## src/rtl/life_timer_pkg.sv

```systemverilog
// Shared types and constants for the Game of Life generation scheduler.
// Holds the state encoding and the default one-second tick period.
package life_timer_pkg;

  localparam int TICK_W = 24;
  localparam int GEN_W  = 16;

  localparam logic [TICK_W-1:0] ONE_SECOND_12MHZ = 24'd12_000_000;

  typedef enum logic [1:0] {
    IDLE,
    COUNT,
    COUNT_REQ,
    ONESHOT_REQ
  } sched_state_t;

endpackage

```

## src/rtl/life_step_scheduler_period_counter.sv

```systemverilog
// Programmable-period tick counter for the generation scheduler.
// Wraps to zero on the terminal count; clr has priority over en.
module period_counter
  import life_timer_pkg::*;
#(
  parameter int TICK_W = life_timer_pkg::TICK_W
) (
  input  logic              clk,
  input  logic              rst,
  input  logic              en,
  input  logic              clr,
  input  logic [TICK_W-1:0] period_q,
  output logic [TICK_W-1:0] tick_cnt,
  output logic              terminal
);

  logic [TICK_W-1:0] cnt_q;
  logic [TICK_W-1:0] cnt_d;
  logic [TICK_W-1:0] cnt_inc;
  logic              hit;

  assign cnt_inc  = cnt_q + TICK_W'(1);
  assign hit      = (cnt_q == period_q - TICK_W'(1));
  assign terminal = en & hit;
  assign tick_cnt = cnt_q;

  always_comb begin
    cnt_d = cnt_q;
    if (clr)
      cnt_d = '0;
    else if (en)
      cnt_d = terminal ? '0 : cnt_inc;
  end

  always_ff @(posedge clk or negedge rst) begin
    if (!rst)
      cnt_q <= '0;
    else
      cnt_q <= cnt_d;
  end

endmodule

```

## src/rtl/life_step_scheduler.sv

```systemverilog
// Paces Game of Life generations: run/pause/single-step with a
// req/ack handshake to the grid engine and a sticky overrun flag.
module life_step_scheduler
  import life_timer_pkg::*;
#(
  parameter int TICK_W = life_timer_pkg::TICK_W,
  parameter int GEN_W  = life_timer_pkg::GEN_W,
  parameter int CLK_HZ =
    int'(life_timer_pkg::ONE_SECOND_12MHZ)
) (
  input  logic              clk,
  input  logic              rst,
  input  logic              run,
  input  logic              step_once,
  input  logic [TICK_W-1:0] period,
  input  logic              clr_overrun,
  input  logic              step_ack,
  output logic              step_req,
  output logic              busy,
  output logic [GEN_W-1:0]  gen_count,
  output logic              overrun
);

  if ($clog2(CLK_HZ + 1) > TICK_W) begin : g_clk_chk
    $error("one-second period does not fit TICK_W");
  end

  sched_state_t      state_q, state_d;
  logic [TICK_W-1:0] period_q, period_d;
  logic [GEN_W-1:0]  gen_q, gen_d;
  logic              req_q, req_d;
  logic              busy_q, busy_d;
  logic              ovr_q, ovr_d;

  logic              xfer;
  logic              cnt_en;
  logic              cnt_clr;
  logic              terminal;
  logic [TICK_W-1:0] tick_cnt;

  period_counter #(
    .TICK_W   (TICK_W)
  ) u_cnt (
    .clk      (clk),
    .rst      (rst),
    .en       (cnt_en),
    .clr      (cnt_clr),
    .period_q (period_q),
    .tick_cnt (tick_cnt),
    .terminal (terminal)
  );

  assign xfer = req_q & step_ack;

  always_comb begin
    state_d  = state_q;
    period_d = period_q;
    ovr_d    = ovr_q & ~clr_overrun;
    unique case (state_q)
      IDLE: begin
        if (run) begin
          state_d  = COUNT;
          period_d = (period == '0) ? TICK_W'(1) : period;
        end else if (step_once) begin
          state_d = ONESHOT_REQ;
        end
      end
      COUNT: begin
        if (!run)
          state_d = IDLE;
        else if (terminal)
          state_d = COUNT_REQ;
      end
      COUNT_REQ: begin
        // A tick with the grid still busy is dropped, not queued
        if (terminal && !xfer)
          ovr_d = 1'b1;
        if (!run)
          state_d = xfer ? IDLE : ONESHOT_REQ;
        else if (xfer)
          state_d = terminal ? COUNT_REQ : COUNT;
      end
      ONESHOT_REQ: begin
        if (xfer)
          state_d = IDLE;
      end
      default: state_d = IDLE;
    endcase
  end

  always_comb begin
    gen_d   = xfer ? gen_q + GEN_W'(1) : gen_q;
    req_d   = (state_d == COUNT_REQ) ||
              (state_d == ONESHOT_REQ);
    busy_d  = (state_d != IDLE);
    cnt_en  = (state_q == COUNT) ||
              (state_q == COUNT_REQ);
    cnt_clr = !((state_d == COUNT) ||
                (state_d == COUNT_REQ));
  end

  always_ff @(posedge clk or negedge rst) begin
    if (!rst) begin
      state_q  <= IDLE;
      period_q <= '0;
      gen_q    <= '0;
      req_q    <= 1'b0;
      busy_q   <= 1'b0;
      ovr_q    <= 1'b0;
    end else begin
      state_q  <= state_d;
      period_q <= period_d;
      gen_q    <= gen_d;
      req_q    <= req_d;
      busy_q   <= busy_d;
      ovr_q    <= ovr_d;
    end
  end

  assign step_req  = req_q;
  assign busy      = busy_q;
  assign gen_count = gen_q;
  assign overrun   = ovr_q;

endmodule

```

## config.mk

```make
export PLATFORM = sky130hd
export DESIGN_NAME = life_step_scheduler
export DESIGN_NICKNAME = d
export VERILOG_FILES = /design/src/rtl/life_timer_pkg.sv /design/src/rtl/life_step_scheduler_period_counter.sv /design/src/rtl/life_step_scheduler.sv
export SDC_FILE = /design/constraint.sdc
export NUM_CORES = 1
export LEC_CHECK = 0
export ABC_AREA = 1
export CAP_MARGIN = 10
export CELL_PAD_IN_SITES_DETAIL_PLACEMENT = 2
export CELL_PAD_IN_SITES_GLOBAL_PLACEMENT = 2
export CORE_MARGIN = 2
export CORE_UTILIZATION = 32
export DETAILED_ROUTE_END_ITERATION = 10
export PLACE_DENSITY_LB_ADDON = 0.25
export SYNTH_ARGS = -nofsm -noshare
export SYNTH_HDL_FRONTEND = slang
export SYNTH_HIERARCHICAL = 1
export SYNTH_SLANG_ARGS = --single-unit
```

## constraint.sdc

```tcl
create_clock -name clk -period 4.2 [get_ports clk]
set_input_delay 1.05 -clock clk [delete_from_list [all_inputs] [get_ports clk]]
set_output_delay 1.05 -clock clk [all_outputs]
set_load 0.005 [all_outputs]
```

# Word level (Yosys, flattened, before mapping)
# Index checks and enable logic that the tools add are counted.
# op_classes
reduce_logical	9
eq_ne	8
n_mux	16
add_sub_neg	3
bitwise_logic	4
# op_table
operator	n
24-bit two-way mux	4
24-bit by 1-bit adder with 24-bit output (second input constant)	1
24-bit == test	1
24-bit zero test	1
24-bit by 1-bit subtractor with 24-bit output (second input constant)	1
2-bit two-way mux	9
16-bit by 1-bit adder with 16-bit output (second input constant)	1
2-bit == test (second input constant)	4
2-bit case mux with 4 select lines	1
2-bit by 1-bit == test with 1-bit output (second input constant)	2
1-bit bitwise AND	3
1-bit logical OR	3
2-bit zero test	1
1-bit two-way mux	2
2-bit by 1-bit inequality test with 1-bit output (second input constant)	1
2-bit AND reduction	1
2-bit nonzero test	1
1-bit logical AND	1
1-bit zero test	1
1-bit inverter	1
# totals
register_bits	69
input_bits	30
output_inout_bits	19

# Longest topological paths before layout
# Gate-level depths: netlist (run 1).
# depth
depth_word	10
depth_mapped	27
mapped_depth_nobuf	25

# Modules after synthesis
# Netlist (run 1), hierarchy kept.
# modules_own_cells
module	cells_per_inst	area_per_inst_um2	n_inst
period_counter	436	2582.5	1
life_step_scheduler	275	2283.4	1

# Worst setup path after synthesis (run 1)
# Ideal clock, no wire load.
# synth_path
path_kind	register -> register
startpoint	reg period_q[0]
endpoint	reg u_cnt.cnt_q[18] (netlist: u_cnt/tick_cnt[18])
t_required_ps	4135
arrival_ps	3242
path_buffers	2
setup_ps	65
stages_incl_launch_ff	24
slack_ps	893
path_cell_list	dfrtp_1 -> inv_1 -> ha_1 -> nand2_2 -> nor2_4 -> xor2_1 -> o21ai_1 -> nor2_1 -> nand3_2 -> nor2_2 -> nand2_2 -> buf_6 -> inv_1 -> nor2_1 -> o21ai_0 -> nor2_1 -> a21oi_1 -> ha_1 -> nor2_1 -> inv_1 -> clkbuf_1 -> nor2_1 -> nand2_2 -> nand2_2
# synth_between
elab_chain_len	10
elab_cells_between_ends	16
cone_classes	1 x add/sub; 4 x eq/ne; 9 x mux; 1 x bitwise; 1 x reduce/logical
# synth_lines
item	line	text
start, declared	life_step_scheduler.sv:29	logic [TICK_W-1:0] period_q, period_d;
start signal, assigned	life_step_scheduler.sv:112	period_q <= period_d;
24-bit by 1-bit subtractor with 24-bit output *	life_step_scheduler_period_counter.sv:23	assign hit = (cnt_q == period_q - TICK_W'(1));
24-bit == test *	life_step_scheduler_period_counter.sv:23	
1-bit bitwise AND *	life_step_scheduler_period_counter.sv:24	assign terminal = en & hit;
via terminal	life_step_scheduler.sv:38	logic terminal;
2-bit two-way mux	life_step_scheduler.sv:81	state_d = terminal ? COUNT_REQ : COUNT;
2-bit two-way mux	life_step_scheduler.sv:80	else if (xfer)
2-bit two-way mux	life_step_scheduler.sv:78	if (!run)
2-bit case mux with 4 select lines *	life_step_scheduler.sv:59	unique case (state_q)
via state_d[1]	life_step_scheduler.sv:28	sched_state_t state_q, state_d;
2-bit by 1-bit == test with 1-bit output / 2-bit == test (equally long branches)	life_step_scheduler.sv:98, life_step_scheduler.sv:99	
1-bit logical OR *	life_step_scheduler.sv:98	cnt_clr = !((state_d == COUNT) ||
2-bit by 1-bit inequality test with 1-bit output (no source line) / 24-bit two-way mux (equally long branches)	--	
end signal, assigned	life_step_scheduler_period_counter.sv:39	cnt_q <= cnt_d;
end, declared	life_step_scheduler_period_counter.sv:17	logic [TICK_W-1:0] cnt_q;
# Mark *: on every way through the listed nets, which the timed path passes. The rest lies on a longest branch. The select of a mux whose other input is x is not followed.
# A chain may end at the register's enable or synchronous reset.

# Final worst setup path (run 1)
# layout_path
startpoint	reg period_q[0]
endpoint	reg u_cnt.cnt_q[3] (netlist: u_cnt/tick_cnt[3])
# The elaborated chain is that of the path after synthesis.

==> results of run 1 <==
worst max-delay path, cell delays in order (launching register included):
cell	delay [ns]
sky130_fd_sc_hd__dfrtp_1	0.43
sky130_fd_sc_hd__inv_1	0.14
sky130_fd_sc_hd__ha_2	0.25
sky130_fd_sc_hd__nand2_2	0.11
sky130_fd_sc_hd__nor2_4	0.17
sky130_fd_sc_hd__nand2_1	0.12
sky130_fd_sc_hd__nand2_1	0.07
sky130_fd_sc_hd__nand2_1	0.07
sky130_fd_sc_hd__inv_1	0.06
sky130_fd_sc_hd__nand3_1	0.11
sky130_fd_sc_hd__nor2_1	0.12
sky130_fd_sc_hd__nand3_1	0.10
sky130_fd_sc_hd__nor2_2	0.15
sky130_fd_sc_hd__nand2_2	0.09
sky130_fd_sc_hd__inv_1	0.14
sky130_fd_sc_hd__nand2_1	0.11
sky130_fd_sc_hd__nor2_1	0.11
sky130_fd_sc_hd__o21ai_1	0.11
sky130_fd_sc_hd__a21oi_2	0.24
sky130_fd_sc_hd__ha_1	0.30
sky130_fd_sc_hd__nor2_4	0.21
sky130_fd_sc_hd__clkinvlp_4	0.18
sky130_fd_sc_hd__buf_4	0.18
sky130_fd_sc_hd__nor2_1	0.13
sky130_fd_sc_hd__nand2_2	0.07
sky130_fd_sc_hd__nand2_2	0.07
what timing repair did:
item,in CTS,in global routing
pin swaps,0,3
gates cloned,1,0
setup buffers,2,3
hold buffers,0,0
gates resized for setup,4,4
setup endpoints to repair,3,21
layout make-up:
cell class	count	area share
timing repair buffer	58	0.0932
clock buffer	14	0.0481
inverter	84	0.0544
sequential	69	0.293
clock inverter	2	0.00254
tap	188	0.0398
multi-input combinational	545	0.468
timing repair inverter	1	0.00127
stage by stage:
stage / setup slack, ns / cell area, µm² / power, W / util
2_1_floorplan: 0.893 / 4870 / 0.00207 / -
3_3_place_gp: 0.414 / 5540 / 0.00252 / 0.369
3_5_place_dp: -0.0212 / 5540 / 0.00263 / 0.369
4_1_cts: 0.110 / 5880 / 0.00356 / 0.391
5_1_grt: -0.0585 / 5910 / 0.00386 / 0.393
6_report: 0.292 / 5910 / 0.00356 / 0.393
synth_stat cells (all sizes together):
cell type,count
nand2,271
nor2,118
inv,83
dfrtp,69
nand3,38
xor2,29
o21ai,22
xnor2,15
ha,11
nand4,11
a21oi,7
buf,7
clkbuf,6
nor3,6
o22ai,4
nand3b,3
o211ai,2
o21bai,2
or2,2
and2,1
clkinv,1
nor3b,1
o31ai,1
xnor3,1
sequential cells by signal, summed over array words and instances, names as in the netlist:
name	cells
period_q	24
busy	1
state_q	2
u_cnt/tick_cnt	24
overrun	1
gen_count	16
step_req	1
cell families (layout without fill, tap and decap cells):
logic type | after synthesis | in the layout | synth area share
adder cells (fa/ha/maj) | 11 | 11 | 0.0283
buffers and inverters | 97 | 159 | 0.0800
XOR/XNOR | 45 | 45 | 0.0838
flip-flops | 69 | 69 | 0.355
AO/OA/AOI/OAI | 38 | 38 | 0.0442
AND/OR/NAND/NOR | 451 | 451 | 0.409
where the power goes:
group / switching, W / internal, W
clock: 0.000316 / 0.000466
combinational: 0.00109 / 0.000634
sequential: 0.000233 / 0.000826
total: 0.00164 / 0.00193
path summary, 6_finish.rpt:
| check | slack, ns | endpoint | start |
|---|---|---|---|
| worst max-delay path | 0.29 | u_cnt/tick_cnt[3] | period_q[0] |
| min in group asynchronous | 0.91 | gen_count[1] | rst |
| worst min-delay path | 0.50 | gen_count[15] | gen_count[15] |
| worst min register to register | 0.50 | gen_count[15] | gen_count[15] |
| max in group asynchronous | 2.33 | period_q[19] | rst |
| worst max register to register | 0.29 | u_cnt/tick_cnt[3] | period_q[0] |
per-layer routing:
layer	GRT usage	up-vias
met3	0.0255	19
met4	0.0730	0
met2	0.394	78
li1	-	2293
met5	0	-
met1	0.239	2361
==> metrics.log, run 1 <==
[metrics] run status: completed
[metrics] syn nets: 752
[metrics] wire length of the first global-routing pass: 26.6 mm
[metrics] clock slew at the register clock pins of the worst setup and hold paths: 0.06 ns
[metrics] area share of the largest cell type after synthesis: 0.355
[metrics] top routing layer in use: met4
[metrics] total iterations of the first detailed-routing run: 4
[metrics] vias: 4751
[metrics] starting density of the core: 0.324
[metrics] Setup violations, final: 0
[metrics] Rows: 45
[metrics] Routed WL: 16.0 mm
[metrics] detailed router's first-iteration violation count: ~120
[metrics] Hold WC Path Type: register to register
[metrics] H-tree level count: 3
[metrics] area occupied by registers: approximately 0.0017 mm²
[metrics] overall die width: 127 µm
[metrics] post-DR vias/cell: slightly below 5
[metrics] per-cell routed wire length: around 17 µm
[metrics] grt total ovfl: 0
[metrics] TritonCTS clock tree: yes
[metrics] most frequent standard cell in the layout excluding fill and tap cells: sky130_fd_sc_hd__nand2_1
[metrics] cells after synthesis: 711
[metrics] share of final-layout standard cells stronger than drive strength 1: 0.116
[metrics] Power Dens Cells: 603 mW/mm²
[metrics] deepest clock path buffer count: 2
[metrics] count of nets left with antenna violations after detail routing: 0
[metrics] Std-Cell Core Area: around 0.015 mm²
[metrics] headroom to the max-slew limit: 0.278
[metrics] data required time at the worst endpoint: 4.49 ns
[metrics] CTS Buf Count: 9
[metrics] placed cells: 939
[metrics] number of cells on the worst hold path: 2
[metrics] cell accounting for the most synthesized area: sky130_fd_sc_hd__dfrtp_1
[metrics] number of global-route vias before repair: 5331
[metrics] routed length on met3: between 300 and 400 µm
[metrics] count of unique library cells instantiated by Yosys: 39
[metrics] net total in the final layout: 809
[metrics] final hold violation count: 0
[metrics] Met1 Routed Length: 6.75 mm
[metrics] wire length on met2: 8.61 mm
[metrics] GRT Overall Usage: 0.208
[metrics] pin slew with the least headroom to its limit: 1.08 ns
[metrics] RePlAce Congestion: 0.834
[metrics] Arr. time, crit path: 4.19 ns
[metrics] critical-path maximum fanout: 6
[metrics] count of antenna diodes in the layout: 0
[metrics] top achievable clock speed: 256 MHz
[metrics] number of remaining DRC errors: 0
[metrics] post-DP HPWL: 12.3 mm
[metrics] die span in y: 127 µm
[metrics] Crit Path Class: register to register
[metrics] Top Ports: 49
[metrics] count of yosys warnings during synthesis: 6
[metrics] number of max-capacitance violations reported: 0
[metrics] Seq cells post-synth: 69
[metrics] Setup TNS: 0 ns
[metrics] mean post-synth cell area: 6.84 µm²
[metrics] leakage: 2.87 nW
[metrics] depth of the most critical reg-to-reg path: 25
[metrics] Post-Synthesis Cell Area: slightly below 0.005 mm²
[metrics] count of port buffers added during placement: 48
[metrics] Filler cells: 1814
[metrics] antenna violations before repair: 0
[metrics] area enclosed by the die boundary: 0.0162 mm²
[metrics] final setup skew: 0.00831 ns
[metrics] area occupied by multi-input gates: 0.00276 mm²
[metrics] ranking of synthesized cells by area: sky130_fd_sc_hd__dfrtp_1 35%, sky130_fd_sc_hd__nand2_1 19%, sky130_fd_sc_hd__nor2_1 7.9%
[metrics] pin count of the biggest net entering global routing: 46
[metrics] Critical Path End Type: register
[metrics] post-route clock period utilization: 0.931
[metrics] fraction of the yosys area taken by sequential cells: 0.355
[metrics] Period minus WS final: 3.91 ns
[metrics] IR drop worst, VDD: between 0.2 and 0.25 mV
[metrics] clock insertion delay at the later pin of the skew report: 0.34 ns
[metrics] worst hold-check slack: approximately 0.5 ns
[metrics] highest-count cells in the layout ignoring fill and taps: 241 x sky130_fd_sc_hd__nand2_1, 101 x sky130_fd_sc_hd__nor2_1, 78 x sky130_fd_sc_hd__inv_1
[metrics] CP Launch Type: register
[metrics] signed area change from the synthesized netlist to the final layout: 21.4%
[metrics] number of clock sinks seen by CTS: 69
[metrics] Pins Over Slew Limit: 0
[metrics] Cell Count, Final, Fillers Out: 961
[metrics] root buf cell: sky130_fd_sc_hd__clkbuf_16
Power figures use the tool's default switching activity.
==> run 2, diff against run 1 <==
clock period = 4.1 ns   (was 4.2 ns; I/O delays follow)
==> run 2 against run 1 <==
Global-route usage shrank 0.14 points. Sequential share of layout area down 0.21 points. Register-to-register slack worse by 0.02 ns. Combinational power grew 5%. Cell area rose by 0.72%. Total power increased by 5.7%. Clock skew is essentially flat. Hold slack better by 0.0015 ns. Largest power group unchanged.
==> metrics.log, run 2 (synthesis results as in run 1) <==
[metrics] IR drop worst, VDD: 0.239 mV (+5.8%)
[metrics] total iterations of the first detailed-routing run: 4 (unchanged)
[metrics] met2 global-route usage: 0.385 (-0.00912)
[metrics] Filler cells: 1752 (-3.4%)
[metrics] Crit Path Class: register to register
[metrics] RePlAce Congestion: 0.899 (+7.9%)
[metrics] count of port buffers added during placement: 48 (unchanged)
[metrics] GRT Overall Usage: 0.207 (-0.00140)
[metrics] number of clock sinks seen by CTS: 69 (unchanged)
[metrics] most frequent standard cell in the layout excluding fill and tap cells: sky130_fd_sc_hd__nand2_1
[metrics] Power Dens Cells: 633 mW/mm² (+4.9%)
[metrics] headroom to the max-slew limit: 0.365 (+0.0868)
[metrics] pin count of the biggest net entering global routing: 70 (+52%)
[metrics] area enclosed by the die boundary: 0.0162 mm² (unchanged)
[metrics] Placement Cell Area: 0.00553 mm² (-0.27%)
[metrics] overall die width: 127 µm (unchanged)
[metrics] area occupied by multi-input gates: 0.00277 mm² (+0.36%)
[metrics] startpoint of the lowest-slack hold path: gen_count[15]
[metrics] die span in y: 127 µm (unchanged)
[metrics] Std-Cell Core Area: 0.0150 mm² (unchanged)
[metrics] number of max-capacitance violations reported: 0 (unchanged)
[metrics] Crit Reg-Reg Startpoint: state_q[1]
[metrics] met1 usage in global routing: 0.237 (-0.00204)
[metrics] global-route track usage on met3: 0.0268 (+0.00126)
[metrics] per-cell routed wire length: 16.5 µm (-1.1%)
[metrics] Top Ports: 49 (unchanged)
[metrics] detailed router's first-iteration violation count: 116 (-6.5%)
[metrics] grt total ovfl: 0 (unchanged)
[metrics] pin slew with the least headroom to its limit: 0.952 ns (-0.130 ns)
[metrics] post-route cell area: 0.00595 mm² (+0.72%)
[metrics] Arr. time, crit path: 4.11 ns (-0.08 ns)
[metrics] final setup skew: 0.00822 ns (-0.0000909 ns)
[metrics] Setup violations, final: 0 (unchanged)
[metrics] area occupied by registers: 0.00173 mm² (unchanged)
[metrics] TritonCTS clock tree: yes
[metrics] critical-path maximum fanout: 8 (+2)
[metrics] highest-count cells in the layout ignoring fill and taps: 241 x sky130_fd_sc_hd__nand2_1, 101 x sky130_fd_sc_hd__nor2_1, 77 x sky130_fd_sc_hd__inv_1
[metrics] antenna violations before repair: 0 (unchanged)
[metrics] signed area change from the synthesized netlist to the final layout: 22.3%
[metrics] vias: 4624 (-2.7%)
[metrics] run status: completed
[metrics] clock insertion delay at the later pin of the skew report: 0.34 ns (about the same)
[metrics] number of remaining DRC errors: 0 (unchanged)
[metrics] Period minus WS final: 3.83 ns (-0.0757 ns)
[metrics] wire length of the first global-routing pass: 26.4 mm (-0.86%)
[metrics] post-route clock period utilization: 0.935 (+0.00424)
[metrics] deepest clock path buffer count: 2 (unchanged)
[metrics] CTS Buf Count: 9 (unchanged)
[metrics] number of global-route vias before repair: 5207 (-2.3%)
[metrics] placed cells: 937 (-0.21%)
[metrics] clock slew at the register clock pins of the worst setup and hold paths: 0.06 ns (about the same)
[metrics] count of nets left with antenna violations after detail routing: 0 (unchanged)
[metrics] root buf cell: sky130_fd_sc_hd__clkbuf_16
[metrics] start point of the critical path: state_q[1]
[metrics] H-tree level count: 3 (unchanged)
[metrics] count of antenna diodes in the layout: 0 (unchanged)
[metrics] Rows: 45 (unchanged)
[metrics] post-DP HPWL: 11.9 mm (-2.9%)
[metrics] top achievable clock speed: 261 MHz (+2.0%)
[metrics] final hold violation count: 0 (unchanged)
[metrics] Hold WC Path Type: register to register
[metrics] CP Launch Type: register
[metrics] Cell Count, Final, Fillers Out: 960 (-0.10%)
[metrics] layer carrying the most global-route usage: met2
[metrics] net total in the final layout: 808 (-0.12%)
[metrics] Pins Over Slew Limit: 0 (unchanged)
[metrics] post-DR vias/cell: 4.82 (-2.6%)
[metrics] starting density of the core: 0.324 (unchanged)
[metrics] leakage: 2.89 nW (+0.74%)
[metrics] Routed WL: 15.8 mm (-1.2%)
[metrics] data required time at the worst endpoint: 4.38 ns (-0.11 ns)
[metrics] share of final-layout standard cells stronger than drive strength 1: 0.117 (+0.000151)
[metrics] Critical Path End Type: register
==> run 2: layer usage <==
metal	share of wire	up-vias
met5	0	-
met4	0.025	0
met3	0.024	24
met2	0.52	75
met1	0.43	2239
li1	-	2286
==> run 2: worst paths after layout <==
check                      depth (start not counted)                 end  slack [ns]
max                                               23  u_cnt/tick_cnt[15]        0.27
max reg2reg                                       23  u_cnt/tick_cnt[15]        0.27
min in group asynchronous                          2                busy        0.88
max in group asynchronous                          2          state_q[1]        2.52
min reg2reg                                        2       gen_count[15]        0.50
min                                                2       gen_count[15]        0.50
==> run 2: area by class of cell <==
cell class | instances | area share
tap | 188 | 0.0395
sequential | 69 | 0.291
multi-input combinational | 545 | 0.466
timing repair inverter | 1 | 0.00126
clock buffer | 12 | 0.0431
inverter | 84 | 0.0540
timing repair buffer | 57 | 0.0934
clock inverter | 4 | 0.0118
==> run 2: report_power, final <==
part | leakage [nW] | internal [W] | switching (W)
Clock | 0.163 | 0.000564 | 0.000312
Combinational | 1.83 | 0.000679 | 0.00112
Sequential | 0.896 | 0.000846 | 0.000240
==> run 2: stage by stage <==
| stage | setup slack [ns] | hold slack, ns | power [W] | utilization | TNS (ns) |
|---|---|---|---|---|---|
| 2_1_floorplan | 0.793 | 0.478 | 0.00212 | - | 0 |
| 3_3_place_gp | 0.332 | 0.474 | 0.00256 | 0.368 | 0 |
| 3_5_place_dp | -0.0251 | 0.503 | 0.00266 | 0.368 | -0.0251 |
| 4_1_cts | 0.0695 | 0.515 | 0.00369 | 0.392 | 0 |
| 5_1_grt | -0.0656 | 0.536 | 0.00409 | 0.396 | -0.182 |
| 6_report | 0.267 | 0.505 | 0.00377 | 0.396 | 0 |
==> run 2: worst max-delay path, stage by stage (launching register included) <==
cell                         delay [ns]
sky130_fd_sc_hd__dfrtp_2           0.43
sky130_fd_sc_hd__inv_1             0.10
sky130_fd_sc_hd__ha_1              0.31
sky130_fd_sc_hd__inv_1             0.11
sky130_fd_sc_hd__a21oi_1           0.13
sky130_fd_sc_hd__o211ai_1          0.12
sky130_fd_sc_hd__nor2_1            0.13
sky130_fd_sc_hd__nand3_1           0.12
sky130_fd_sc_hd__nor2_1            0.11
sky130_fd_sc_hd__nand3_1           0.09
sky130_fd_sc_hd__nor2_2            0.13
sky130_fd_sc_hd__nand2_2           0.09
sky130_fd_sc_hd__inv_1             0.15
sky130_fd_sc_hd__nand2_1           0.11
sky130_fd_sc_hd__nor2_1            0.13
sky130_fd_sc_hd__o21ai_1           0.13
sky130_fd_sc_hd__a21oi_2           0.23
sky130_fd_sc_hd__ha_1              0.30
sky130_fd_sc_hd__nor2_4            0.18
sky130_fd_sc_hd__clkinvlp_4        0.11
sky130_fd_sc_hd__buf_4             0.17
sky130_fd_sc_hd__nor3b_1           0.22
sky130_fd_sc_hd__nand2_1           0.08
sky130_fd_sc_hd__nand2_1           0.07
==> run 2: repair_timing <==
| item | CTS | global route |
|---|---|---|
| cloned | 1 | 0 |
| pin swaps | 0 | 3 |
| setup endpoints to repair | 21 | 24 |
| buffers inserted | 2 | 4 |
| resized for setup | 5 | 6 |
| hold buffers | 0 | 0 |
